`src/rtl/spi_write_sequencer_pkg.sv`:
```
// Shared constants, FSM state type and frame builder for the SPI write sequencer.
package spi_write_sequencer_pkg;

  localparam int   FRAME_BITS = 16;
  localparam int   ADDR_W     = 7;
  localparam int   DATA_W     = 8;
  localparam int   NUM_REGS   = 5;
  localparam logic WRITE_BIT  = 1'b1;

  typedef enum logic [2:0] {
    ST_IDLE,
    ST_SHIFT,
    ST_HOLD,
    ST_GAP,
    ST_COMMIT
  } state_e;

  function automatic logic [FRAME_BITS-1:0] build_frame(input logic [ADDR_W-1:0] addr,
                                                        input logic [DATA_W-1:0] data);
    return {WRITE_BIT, addr, data};
  endfunction

endpackage

```
`src/rtl/spi_write_sequencer_if.sv`:
```
// Requester-side command bus: flattened per-requester valid/addr/data with one-hot ready.
interface spi_write_sequencer_if
  import spi_write_sequencer_pkg::*;
#(
  parameter int NUM_REQ = 4
);

  logic [NUM_REQ-1:0]        req_valid;
  logic [NUM_REQ*ADDR_W-1:0] req_addr;
  logic [NUM_REQ*DATA_W-1:0] req_data;
  logic [NUM_REQ-1:0]        req_ready;

  modport master (
    output req_valid,
    output req_addr,
    output req_data,
    input  req_ready
  );

  modport slave (
    input  req_valid,
    input  req_addr,
    input  req_data,
    output req_ready
  );

endinterface

```
`src/rtl/spi_write_sequencer_rr_arbiter.sv`:
```
// Combinational round-robin arbiter: first valid requester at or after the pointer wins.
module spi_write_sequencer_rr_arbiter #(
  parameter int NUM_REQ = 4,
  parameter int IDX_W   = (NUM_REQ > 1) ? $clog2(NUM_REQ) : 1
) (
  input  logic [NUM_REQ-1:0] valid_i,
  input  logic [IDX_W-1:0]   pointer_i,
  input  logic               enable_i,
  output logic [NUM_REQ-1:0] grant_o,
  output logic [IDX_W-1:0]   index_o
);

  logic [IDX_W-1:0] cand_idx [NUM_REQ];
  logic             found;

  // Candidate k is the requester k positions after the pointer, wrapping at NUM_REQ.
  genvar gi;
  generate
    for (gi = 0; gi < NUM_REQ; gi++) begin : g_cand
      assign cand_idx[gi] = IDX_W'((int'(pointer_i) + gi) % NUM_REQ);
    end
  endgenerate

  always_comb begin
    grant_o = '0;
    index_o = '0;
    found   = 1'b0;
    for (int k = 0; k < NUM_REQ; k++) begin
      if (enable_i && !found && valid_i[cand_idx[k]]) begin
        found                = 1'b1;
        grant_o[cand_idx[k]] = 1'b1;
        index_o              = cand_idx[k];
      end
    end
  end

endmodule

```
`src/rtl/spi_write_sequencer.sv`:
```
// Mode-0 SPI master turning arbitrated (addr, data) write commands into 16-bit frames plus commit pulse.
module spi_write_sequencer
  import spi_write_sequencer_pkg::*;
#(
  parameter int  NUM_REQ      = 4,
  parameter int  CLK_DIV      = 4,
  parameter int  CS_GAP       = 2,
  parameter int  COMMIT_PULSE = 1,
  localparam int GID_W        = (NUM_REQ > 1) ? $clog2(NUM_REQ) : 1
) (
  input  logic                       clk,
  input  logic                       rst,
  spi_write_sequencer_if.slave       req_if,
  output logic [GID_W-1:0]           grant_id_o,
  output logic                       busy_o,
  output logic                       done_o,
  output logic                       addr_err_o,
  output logic                       sclk_o,
  output logic                       copi_o,
  output logic                       cs_n_o
);

  localparam int               DIV_MAX  = (CLK_DIV > CS_GAP) ? CLK_DIV : CS_GAP;
  localparam int               DIV_W    = $clog2(DIV_MAX + 1);
  localparam int               BIT_W    = $clog2(FRAME_BITS);
  localparam logic [DIV_W-1:0] DIV_LAST = DIV_W'(CLK_DIV - 1);
  localparam logic [DIV_W-1:0] GAP_LAST = DIV_W'(CS_GAP - 1);

  state_e                  state_q, state_d;
  logic [DIV_W-1:0]        div_cnt_q, div_cnt_d;
  logic [BIT_W-1:0]        bit_cnt_q, bit_cnt_d;
  logic [FRAME_BITS-2:0]   shreg_q, shreg_d;
  logic                    phase_hi_q, phase_hi_d;
  logic [GID_W-1:0]        ptr_q, ptr_d;
  logic [GID_W-1:0]        grant_id_q, grant_id_d;
  logic                    busy_q, busy_d;
  logic                    addr_err_q, addr_err_d;
  logic                    sclk_q, sclk_d;
  logic                    copi_q, copi_d;
  logic                    cs_n_q, cs_n_d;

  logic                    arb_en;
  logic [NUM_REQ-1:0]      arb_grant;
  logic [GID_W-1:0]        arb_idx;
  logic [ADDR_W-1:0]       sel_addr;
  logic [DATA_W-1:0]       sel_data;
  logic [FRAME_BITS-1:0]   frame;
  logic                    accept;
  logic                    addr_ok;
  logic                    div_last;
  logic                    gap_last;
  logic                    bit_last;

  spi_write_sequencer_rr_arbiter #(
    .NUM_REQ (NUM_REQ),
    .IDX_W   (GID_W)
  ) u_arb (
    .valid_i   (req_if.req_valid),
    .pointer_i (ptr_q),
    .enable_i  (arb_en),
    .grant_o   (arb_grant),
    .index_o   (arb_idx)
  );

  assign sel_addr = req_if.req_addr[arb_idx*ADDR_W +: ADDR_W];
  assign sel_data = req_if.req_data[arb_idx*DATA_W +: DATA_W];
  assign frame    = build_frame(sel_addr, sel_data);
  assign accept   = |arb_grant;
  assign addr_ok  = (sel_addr < ADDR_W'(NUM_REGS));
  assign div_last = (div_cnt_q == DIV_LAST);
  assign gap_last = (div_cnt_q == GAP_LAST);
  assign bit_last = (bit_cnt_q == '0);

  always_ff @(posedge clk or posedge rst) begin
    if (rst) begin
      state_q <= ST_IDLE;
    end else begin
      state_q <= state_d;
    end
  end

  always_comb begin
    state_d = state_q;
    unique case (state_q)
      ST_IDLE:   if (accept && addr_ok) state_d = ST_SHIFT;
      ST_SHIFT:  if (phase_hi_q && div_last && bit_last) state_d = ST_HOLD;
      ST_HOLD:   if (div_last) state_d = ST_GAP;
      ST_GAP:    if (gap_last) state_d = (COMMIT_PULSE != 0) ? ST_COMMIT : ST_IDLE;
      ST_COMMIT: if (!phase_hi_q && div_last) state_d = ST_IDLE;
      default:   state_d = ST_IDLE;
    endcase
  end

  // Ready is held off during reset so no handshake can complete while the block is cleared.
  always_comb begin
    arb_en = (state_q == ST_IDLE) && !rst;
    done_o = ((state_q == ST_COMMIT) && !phase_hi_q && div_last) ||
             ((COMMIT_PULSE == 0) && (state_q == ST_GAP) && gap_last);
  end

  assign req_if.req_ready = arb_grant;

  always_comb begin
    div_cnt_d  = div_cnt_q;
    bit_cnt_d  = bit_cnt_q;
    shreg_d    = shreg_q;
    phase_hi_d = phase_hi_q;
    ptr_d      = ptr_q;
    grant_id_d = grant_id_q;
    busy_d     = busy_q;
    addr_err_d = 1'b0;
    sclk_d     = sclk_q;
    copi_d     = copi_q;
    cs_n_d     = cs_n_q;
    unique case (state_q)
      ST_IDLE: begin
        div_cnt_d = '0;
        if (accept) begin
          grant_id_d = arb_idx;
          ptr_d      = (arb_idx == GID_W'(NUM_REQ - 1)) ? '0 : arb_idx + 1'b1;
          if (addr_ok) begin
            shreg_d    = frame[FRAME_BITS-2:0];
            copi_d     = frame[FRAME_BITS-1];
            cs_n_d     = 1'b0;
            sclk_d     = 1'b0;
            phase_hi_d = 1'b0;
            bit_cnt_d  = BIT_W'(FRAME_BITS - 1);
            busy_d     = 1'b1;
          end else begin
            addr_err_d = 1'b1;
          end
        end
      end
      ST_SHIFT: begin
        if (div_last) begin
          div_cnt_d = '0;
          if (!phase_hi_q) begin
            sclk_d     = 1'b1;
            phase_hi_d = 1'b1;
          end else begin
            sclk_d     = 1'b0;
            phase_hi_d = 1'b0;
            // Next bit is presented at the start of the following low phase.
            if (!bit_last) begin
              bit_cnt_d = bit_cnt_q - 1'b1;
              copi_d    = shreg_q[FRAME_BITS-2];
              shreg_d   = {shreg_q[FRAME_BITS-3:0], 1'b0};
            end
          end
        end else begin
          div_cnt_d = div_cnt_q + 1'b1;
        end
      end
      ST_HOLD: begin
        if (div_last) begin
          div_cnt_d = '0;
          cs_n_d    = 1'b1;
          copi_d    = 1'b0;
        end else begin
          div_cnt_d = div_cnt_q + 1'b1;
        end
      end
      ST_GAP: begin
        if (gap_last) begin
          div_cnt_d = '0;
          if (COMMIT_PULSE != 0) begin
            sclk_d     = 1'b1;
            phase_hi_d = 1'b1;
          end else begin
            busy_d = 1'b0;
          end
        end else begin
          div_cnt_d = div_cnt_q + 1'b1;
        end
      end
      ST_COMMIT: begin
        if (div_last) begin
          div_cnt_d = '0;
          if (phase_hi_q) begin
            sclk_d     = 1'b0;
            phase_hi_d = 1'b0;
          end else begin
            busy_d = 1'b0;
          end
        end else begin
          div_cnt_d = div_cnt_q + 1'b1;
        end
      end
      default: ;
    endcase
  end

  always_ff @(posedge clk or posedge rst) begin
    if (rst) begin
      div_cnt_q  <= '0;
      bit_cnt_q  <= '0;
      shreg_q    <= '0;
      phase_hi_q <= 1'b0;
      ptr_q      <= '0;
      grant_id_q <= '0;
      busy_q     <= 1'b0;
      addr_err_q <= 1'b0;
      sclk_q     <= 1'b0;
      copi_q     <= 1'b0;
      cs_n_q     <= 1'b1;
    end else begin
      div_cnt_q  <= div_cnt_d;
      bit_cnt_q  <= bit_cnt_d;
      shreg_q    <= shreg_d;
      phase_hi_q <= phase_hi_d;
      ptr_q      <= ptr_d;
      grant_id_q <= grant_id_d;
      busy_q     <= busy_d;
      addr_err_q <= addr_err_d;
      sclk_q     <= sclk_d;
      copi_q     <= copi_d;
      cs_n_q     <= cs_n_d;
    end
  end

  assign grant_id_o = grant_id_q;
  assign busy_o     = busy_q;
  assign addr_err_o = addr_err_q;
  assign sclk_o     = sclk_q;
  assign copi_o     = copi_q;
  assign cs_n_o     = cs_n_q;

endmodule

```
`src/flat_wrapper.sv`:
```
// flat-port wrapper written by rule: the top's interface ports become plain ports
module spi_write_sequencer_flat import spi_write_sequencer_pkg::*;
#(
  parameter int  NUM_REQ      = 4,
  parameter int  CLK_DIV      = 4,
  parameter int  CS_GAP       = 2,
  parameter int  COMMIT_PULSE = 1,
  localparam int GID_W        = (NUM_REQ > 1) ? $clog2(NUM_REQ) : 1
)
  (clk, rst, grant_id_o, busy_o, done_o, addr_err_o, sclk_o, copi_o, cs_n_o, req_if_req_valid, req_if_req_addr, req_if_req_data, req_if_req_ready);
  spi_write_sequencer_if #(.NUM_REQ(NUM_REQ)) req_if_i ();
  input  logic clk;
  input  logic rst;
  output logic [GID_W-1:0] grant_id_o;
  output logic busy_o;
  output logic done_o;
  output logic addr_err_o;
  output logic sclk_o;
  output logic copi_o;
  output logic cs_n_o;
  input wire logic [$bits(req_if_i.req_valid)-1:0] req_if_req_valid;
  input wire logic [$bits(req_if_i.req_addr)-1:0] req_if_req_addr;
  input wire logic [$bits(req_if_i.req_data)-1:0] req_if_req_data;
  output wire logic [$bits(req_if_i.req_ready)-1:0] req_if_req_ready;
  assign req_if_i.req_valid = req_if_req_valid;
  assign req_if_i.req_addr = req_if_req_addr;
  assign req_if_i.req_data = req_if_req_data;
  assign req_if_req_ready = req_if_i.req_ready;
  spi_write_sequencer #(.NUM_REQ(NUM_REQ), .CLK_DIV(CLK_DIV), .CS_GAP(CS_GAP), .COMMIT_PULSE(COMMIT_PULSE)) u_core (.clk(clk), .rst(rst), .req_if(req_if_i), .grant_id_o(grant_id_o), .busy_o(busy_o), .done_o(done_o), .addr_err_o(addr_err_o), .sclk_o(sclk_o), .copi_o(copi_o), .cs_n_o(cs_n_o));
endmodule
```
`config.mk`:
```
export PLATFORM = sky130hd
export DESIGN_NAME = spi_write_sequencer_flat
export DESIGN_NICKNAME = d
export VERILOG_FILES = /design/src/rtl/spi_write_sequencer_pkg.sv /design/src/rtl/spi_write_sequencer_if.sv /design/src/rtl/spi_write_sequencer_rr_arbiter.sv /design/src/rtl/spi_write_sequencer.sv /design/src/flat_wrapper.sv
export SDC_FILE = /design/constraint.sdc
export NUM_CORES = 1
export LEC_CHECK = 0
export CAP_MARGIN = 10
export CELL_PAD_IN_SITES_DETAIL_PLACEMENT = 0
export CELL_PAD_IN_SITES_GLOBAL_PLACEMENT = 1
export CORE_AREA = 2 2 105 107
export CTS_CLUSTER_DIAMETER = 200
export DETAILED_ROUTE_END_ITERATION = 10
export DIE_AREA = 0 0 107 109
export PLACE_DENSITY = 0.68
export SLEW_MARGIN = 20
export SYNTH_ARGS = -nofsm -noshare
export SYNTH_HDL_FRONTEND = slang
export SYNTH_SLANG_ARGS = --single-unit
```
`constraint.sdc`:
```
create_clock -name clk -period 3.8 [get_ports clk]
set_input_delay 0.38 -clock clk [delete_from_list [all_inputs] [get_ports clk]]
set_output_delay 0.38 -clock clk [all_outputs]
set_load 0.05 [all_outputs]
```
Word-level counts from Yosys, hierarchy flattened
Cells that the tools add are included.
{"block": "op_classes", "reduce_logical": 41, "mux": 73, "mul": 1, "n_bitwise": 3, "n_eq_ne": 20, "add_sub_neg": 6, "n_lt_le_gt_ge": 9, "n_shift": 2}
{"operator": "$mux W15", "count": 5}
{"operator": "$mux W4", "count": 9}
{"operator": "$shiftx A32 B6 Y8", "count": 1}
{"operator": "$mux W1", "count": 30}
{"operator": "$pmux W15 S2", "count": 1}
{"operator": "$shiftx A28 B6 Y7", "count": 1}
{"operator": "$ne A2 B1 Y1 const B", "count": 11}
{"operator": "$mux W3", "count": 7}
{"operator": "$logic_and A1 B1 Y1", "count": 18}
{"operator": "$pmux W3 S5", "count": 1}
{"operator": "$reduce_and A7 Y1", "count": 2}
{"operator": "$lt A2 B3 Y1 const B", "count": 4}
{"operator": "$or A4 B4 Y4", "count": 3}
{"operator": "$reduce_and A6 Y1", "count": 2}
{"operator": "$mux W2", "count": 5}
{"operator": "$reduce_and A5 Y1", "count": 2}
{"operator": "$eq A3 B2 Y1 const B", "count": 3}
{"operator": "$pmux W3 S3", "count": 1}
{"operator": "$bmux W1 S2", "count": 4}
{"operator": "$demux W1 S2", "count": 4}
{"operator": "$ge A2 B1 Y1 const B", "count": 4}
{"operator": "$pmux W1 S4", "count": 2}
{"operator": "$pmux W4 S2", "count": 1}
{"operator": "$lt A7 B3 Y1 const B", "count": 1}
{"operator": "other kinds (21)", "count": 33}
{"block": "totals", "output_inout_bits": 12, "elab_cells": 167, "inputBits": 66, "reg_bits": 35}

Depth between registers and ports, before layout
{"block": "logic_depth", "depth_word": 22, "depth_mapped": 16, "mapped_depth_nobuf": 11}

Hierarchy
Synthesis repeated with hierarchy kept, for this count alone.
{"block": "unflattened", "hier_cells": 297, "hier_area_um2": 2825.2}
{"mod": "spi_write_sequencer", "cells_per_inst": 229, "area_per_inst_um2": 2270.9, "n_inst": 1}
{"mod": "spi_write_sequencer_rr_arbiter", "cells_per_inst": 68, "area_per_inst_um2": 554.3, "n_inst": 1}

Least setup slack after synthesis
No wires, ideal clock.
{"block": "synth_timing", "path_type": "flip-flop to flip-flop", "startpoint": "register u_core.ptr_q[0]", "endpoint": "register u_core.shreg_q[1]", "synth_period_minus_slack_ns": 3.818, "t_arrival_ns": 3.693, "setup_ns": 0.125, "required_ns": 3.675, "path_buffers": 3, "stages_incl_launch_ff": 14, "setup_slack_ns": -0.018, "cell_sequence": "dfrtp_1 buf_6 clkbuf_1 inv_1 ha_1 mux4_2 nor2b_2 o211ai_2 and3_1 a211oi_1 a211oi_4 o21ai_4 buf_6 mux2_4"}
{"block": "synth_between", "elab_chain_len": 21, "elab_cells_between_ends": 66, "cone_classes": "add/sub (3); mul (1); order compare (9); eq/ne (2); shift (2); mux (30); bitwise (3); reduce/logical (16)"}
{"item": "from (decl)", "line": "spi_write_sequencer.sv:34", "source": "logic [GID_W-1:0] ptr_q, ptr_d;"}
{"item": "from (signal assigned)", "line": "spi_write_sequencer.sv:211", "source": "ptr_q <= ptr_d;"}
{"item": "$bmux W1 S2", "line": "spi_write_sequencer_rr_arbiter.sv:29", "source": "if (enable_i && !found && valid_i[cand_idx[k]]) begin"}
{"item": "$mux W1 (implied by the code)", "line": "spi_write_sequencer_rr_arbiter.sv:29"}
{"item": "$logic_and A1 B1 Y1", "line": "spi_write_sequencer_rr_arbiter.sv:29"}
{"item": "$mux W1", "line": "spi_write_sequencer_rr_arbiter.sv:29"}
{"item": "$logic_not A1 Y1", "line": "spi_write_sequencer_rr_arbiter.sv:29"}
{"item": "$logic_and A1 B1 Y1 (2 in a row)", "line": "spi_write_sequencer_rr_arbiter.sv:29"}
{"item": "$mux W1", "line": "spi_write_sequencer_rr_arbiter.sv:29"}
{"item": "$logic_not A1 Y1", "line": "spi_write_sequencer_rr_arbiter.sv:29"}
{"item": "(+3 left out)"}
{"item": "$logic_not A1 Y1", "line": "spi_write_sequencer_rr_arbiter.sv:29"}
{"item": "$logic_and A1 B1 Y1 (2 in a row)", "line": "spi_write_sequencer_rr_arbiter.sv:29"}
{"item": "$mux W2", "line": "spi_write_sequencer_rr_arbiter.sv:29"}
{"item": "$mul A2 B3 Y5", "line": "spi_write_sequencer.sv:65", "source": "assign sel_addr = req_if.req_addr[arb_idx*ADDR_W +: ADDR_W];"}
{"item": "$shiftx A28 B6 Y7", "line": "spi_write_sequencer.sv:65"}
{"item": "$lt A7 B3 Y1", "line": "spi_write_sequencer.sv:69", "source": "assign addr_ok = (sel_addr < ADDR_W'(NUM_REGS));"}
{"item": "$ne A2 B1 Y1 (no source line)"}
{"item": "$reduce_and A6 Y1 (no source line)"}
{"item": "to (signal assigned)", "line": "spi_write_sequencer.sv:209", "source": "shreg_q <= shreg_d;"}
{"item": "to (decl)", "line": "spi_write_sequencer.sv:32", "source": "logic [FRAME_BITS-2:0] shreg_q, shreg_d;"}
Several ways; a longest one is shown, not always the timed one. The select of a mux whose other input is x is not followed.
A chain may end at the register's enable or synchronous reset.

Final worst setup path
{"block": "layout_timing", "startpoint": "register u_core.ptr_q[0]", "endpoint": "output req_if_req_ready[2]"}
{"block": "layout_between", "elab_chain_len": 16, "elab_cells_between_ends": 51, "cone_classes": "add/sub (3); order compare (8); mux (23); bitwise (3); reduce/logical (14)"}
{"item": "branches (longest 15 deep; another with $lt A2 B3 Y1)"}
{"item": "$mux W4 *", "line": "spi_write_sequencer_rr_arbiter.sv:29"}
{"item": "to (decl)", "line": "flat_wrapper.sv:24", "source": "output wire logic [$bits(req_if_i.req_ready)-1:0] req_if_req_ready;"}
Mark *: on every way between the ends. The select of a mux whose other input is x is not followed.

==> out/results.ini <==
[setup_path]
cp-end-kind = primary output
reg2reg_slack_ns = 0.31
slowest_delay_ns = 0.69
crit_chain = inv_1, ha_1, mux4_2, buf_4, a221o_1, a31oi_1, inv_1, clkdlybuf4s50_1
path_class = register to primary output
arrival_ns = 3.16
crit-reg2reg-launch = u_core.ptr_q[0]$_DFFE_PP0P_
worst-path-buf-inv = 4
cp_slowest_cell = clkdlybuf4s50_1
rr_worst_depth = 12
cpMostUsedCell = inv_1
start_kind = register
r2r-end = u_core.shreg_q[0]$_DFFE_PP0P_
cp_top_family = buffers and inverters
crit_required_ns = 3.42
crit_fanout = 8

[yosys]
yosys_warnings = 0
netlist_instances = 335
syn_avg_cell_area_um2 = 9.26
ys_seq_elements = 35
seq_area_frac_synth_pct = 28.3
syn_area_mm2 = 0.00310
synth-edff-count = 0
synth_cell_types = 58
ys.flop_type = dfrtp_1
async_reset_ff_share_pct = 100
syn-num-nets = 413

[detailed_routing]
vias = 2853
remaining_drc_errors = 0
ant_nets = 0
wl_per_cell_um = 15.3
drt_iter0_drc = 95
dr.pass1.iters = 4
wirelength_um = 8490
drt-vias-per-instance = 5.13

[global_route]
grt_pass1_vias = 2854
grt.total_usage_pct = 15.0
grt-ovfl-total = 0
grt_pass1_wl_um = 14100
grt_max_degree = 30
antenna_found_initial = 0

[floorplanning]
floorplan.die_area_mm2 = 0.0117
fp.coreArea_mm2 = 0.0106
die_h_um = 109
io_pins = 78
chipWidth_um = 107
start_util_pct = 29.3
fp-row-count = 38

[sta]
maxSlewViolCount = 0
setup_viol = 0
tightest_slew_ns = 0.809
rsz0062_at_grt = false
hold_slack_ns = 0.490
hold_viol_final = 0
fmax_mhz = 282
skew_ns = 0.00214
relSlewSlack_pct = 45.5
period_minus_slack_ns = 3.54
fin_setup_tns_ns = 0
period_share_pct = 93.2

[cts]
hold_buffers = 0
cts_buffers = 5
clockBufferDepth = 2
clk-insertion-delay-late_ns = 0.29
post_cts_resize_count = 0
clkSinkCount = 35
h-tree-depth = 2
post_cts_buffers = 0
clk_pin_slew_ns = 0.07
cts-root-buf = clkbuf_8
cts_tree = yes

[run_status]
status = finished clean

[job]
drv_cap = 0

[placement]
finalWeightedCongestion = 0.804
hpwlAfterDp_um = 6460
numPortBuffers = 77

[layout]
num_antenna_cells = 0
fillers = 1062
fin_nets = 493
drive_gt1_share_pct = 17.8
syn_to_final_growth_pct = 34.8
finish.utilization_pct = 39.5
final_common_cell = clkdlybuf4s50_1
final_cell_mix = clkdlybuf4s50_1 (77), dfrtp_1 (34), o21ai_0 (32)

[power]
cellPowerDensity_mw_per_mm2 = 782
leakage_uw = 0.00163
vdd_drop_max_v = 0.000291

[hold_path]
min_to = u_core.shreg_q[10]$_DFFE_PP0P_
worstHoldPathType = register to register
worstHoldStart = u_core.shreg_q[10]$_DFFE_PP0P_
min_path_cells = 1

==> kinds of logic (layout without fill, tap and decap cells) <==
logic type                 count (synthesis)  in the layout  share of synthesized area, %
AOI/OAI and AO/OA                         92             92                          22.1
xor gates and xnor gates                   3              3                         0.847
adders and majority gates                 12             12                          4.84
buffers and inverters                     44            125                          6.53
DFF                                       35             35                          28.3
muxes                                     60             60                          23.0
and+or+nand+nor                           89             89                          14.4
==> flip-flops by register name (all words and copies together) (netlist names), 2 cells and up <==
name               count
u_core.ptr_q           2
u_core.state_q         3
u_core.shreg_q        15
u_core.bit_cnt_q       4
u_core.div_cnt_q       3
u_core.grant_id_o      2
==> layout make-up <==
class	instances	area, µm²	area share [%]
clock buffer	5	68.8	1.64
tap	140	175	4.19
sequential	35	877	21.0
timing repair buffer	97	933	22.3
inverter	20	76.3	1.82
clock inverter	3	20.0	0.478
multi-input combinational	256	2030	48.6
==> worst reg2reg max path: stages, from the launching register on <==
cell and delay (ns):
dfrtp_1 0.35, inv_1 0.10, ha_1 0.36, mux4_2 0.62, nor2b_2 0.25, o211ai_2 0.20, and3_1 0.24, o32ai_2 0.36
a211oi_4 0.13, buf_4 0.18, nor2_1 0.29, buf_4 0.18, mux2i_1 0.17
==> per-stage QoR <==
stage / area [µm²] / std cells / setup slack [ns] / total power (µW)
after floorplan: 3110 / 335 / 0.000665 / 2370
after global placement: 4100 / 548 / 0.225 / 2990
after detailed placement: 4100 / 548 / 0.0518 / 3010
after CTS: 4180 / 556 / 0.233 / 3300
after global routing: 4180 / 556 / 0.0288 / 3550
final: 4180 / 556 / 0.260 / 3270
==> report_power, final <==
group	total [µW]	internal, µW	leakage [µW]	switching (µW)
clock network	272	128	0.0000402	145
logic	2370	1060	0.00119	1310
registers	632	535	0.000399	96.6
total	3270	1720	0.00163	1550
==> per-layer routing <==
layer  wire length (µm)  up-vias  track usage (%)
li1                   -     1408                -
met1               4050     1345             20.1
met2               3910       91             25.6
met3                464        9             2.57
met4                 64        0             2.69
met5                  0        -                0
==> cells in the mapped netlist (all sizes together) (2+ instances only) <==
cell     instances  area share [%]
a211oi           5             1.9
a21boi           3            0.73
a21oi            6            0.97
a221o            4             1.3
a31oi           10             2.0
and3            10             2.0
buf             11             2.5
clkbuf          13             1.6
dfrtp           34              27
ha              12             4.8
inv             19             2.3
mux2            27              11
mux2i           29             9.4
mux4             4             2.9
nand2           27             3.3
nand2b           5             1.0
nand3            4            0.65
nand4            2            0.40
nor2            20             2.4
nor2b            4            0.97
nor3             6            0.97
nor4             5             1.2
o2111ai          4             1.1
o211a            2            0.65
o211ai           8             2.7
o21ai           34             5.8
o221ai           4             1.1
o31a             2            0.56
o31ai            2            0.48
o32ai            2             1.0
or4              2            0.48
xnor2            3            0.85
==> worst max path at each step <==
| stage | slack (ns) | cells past startpoint | endpoint | start |
|---|---|---|---|---|
| floorplan | 0.0007 | 13 | u_core.shreg_q[1]$_DFFE_PP0P_ | u_core.ptr_q[0]$_DFFE_PP0P_ |
| global placement | 0.23 | 11 | u_core.shreg_q[0]$_DFFE_PP0P_ | req_if_req_valid[2] |
| detailed placement | 0.05 | 11 | u_core.shreg_q[0]$_DFFE_PP0P_ | req_if_req_valid[2] |
| CTS | 0.23 | 8 | req_if_req_ready[2] | u_core.ptr_q[0]$_DFFE_PP0P_ |
| global route | 0.03 | 12 | u_core.shreg_q[0]$_DFFE_PP0P_ | u_core.ptr_q[0]$_DFFE_PP0P_ |
| finish | 0.26 | 8 | req_if_req_ready[2] | u_core.ptr_q[0]$_DFFE_PP0P_ |
Power figures use the tool's default switching activity.
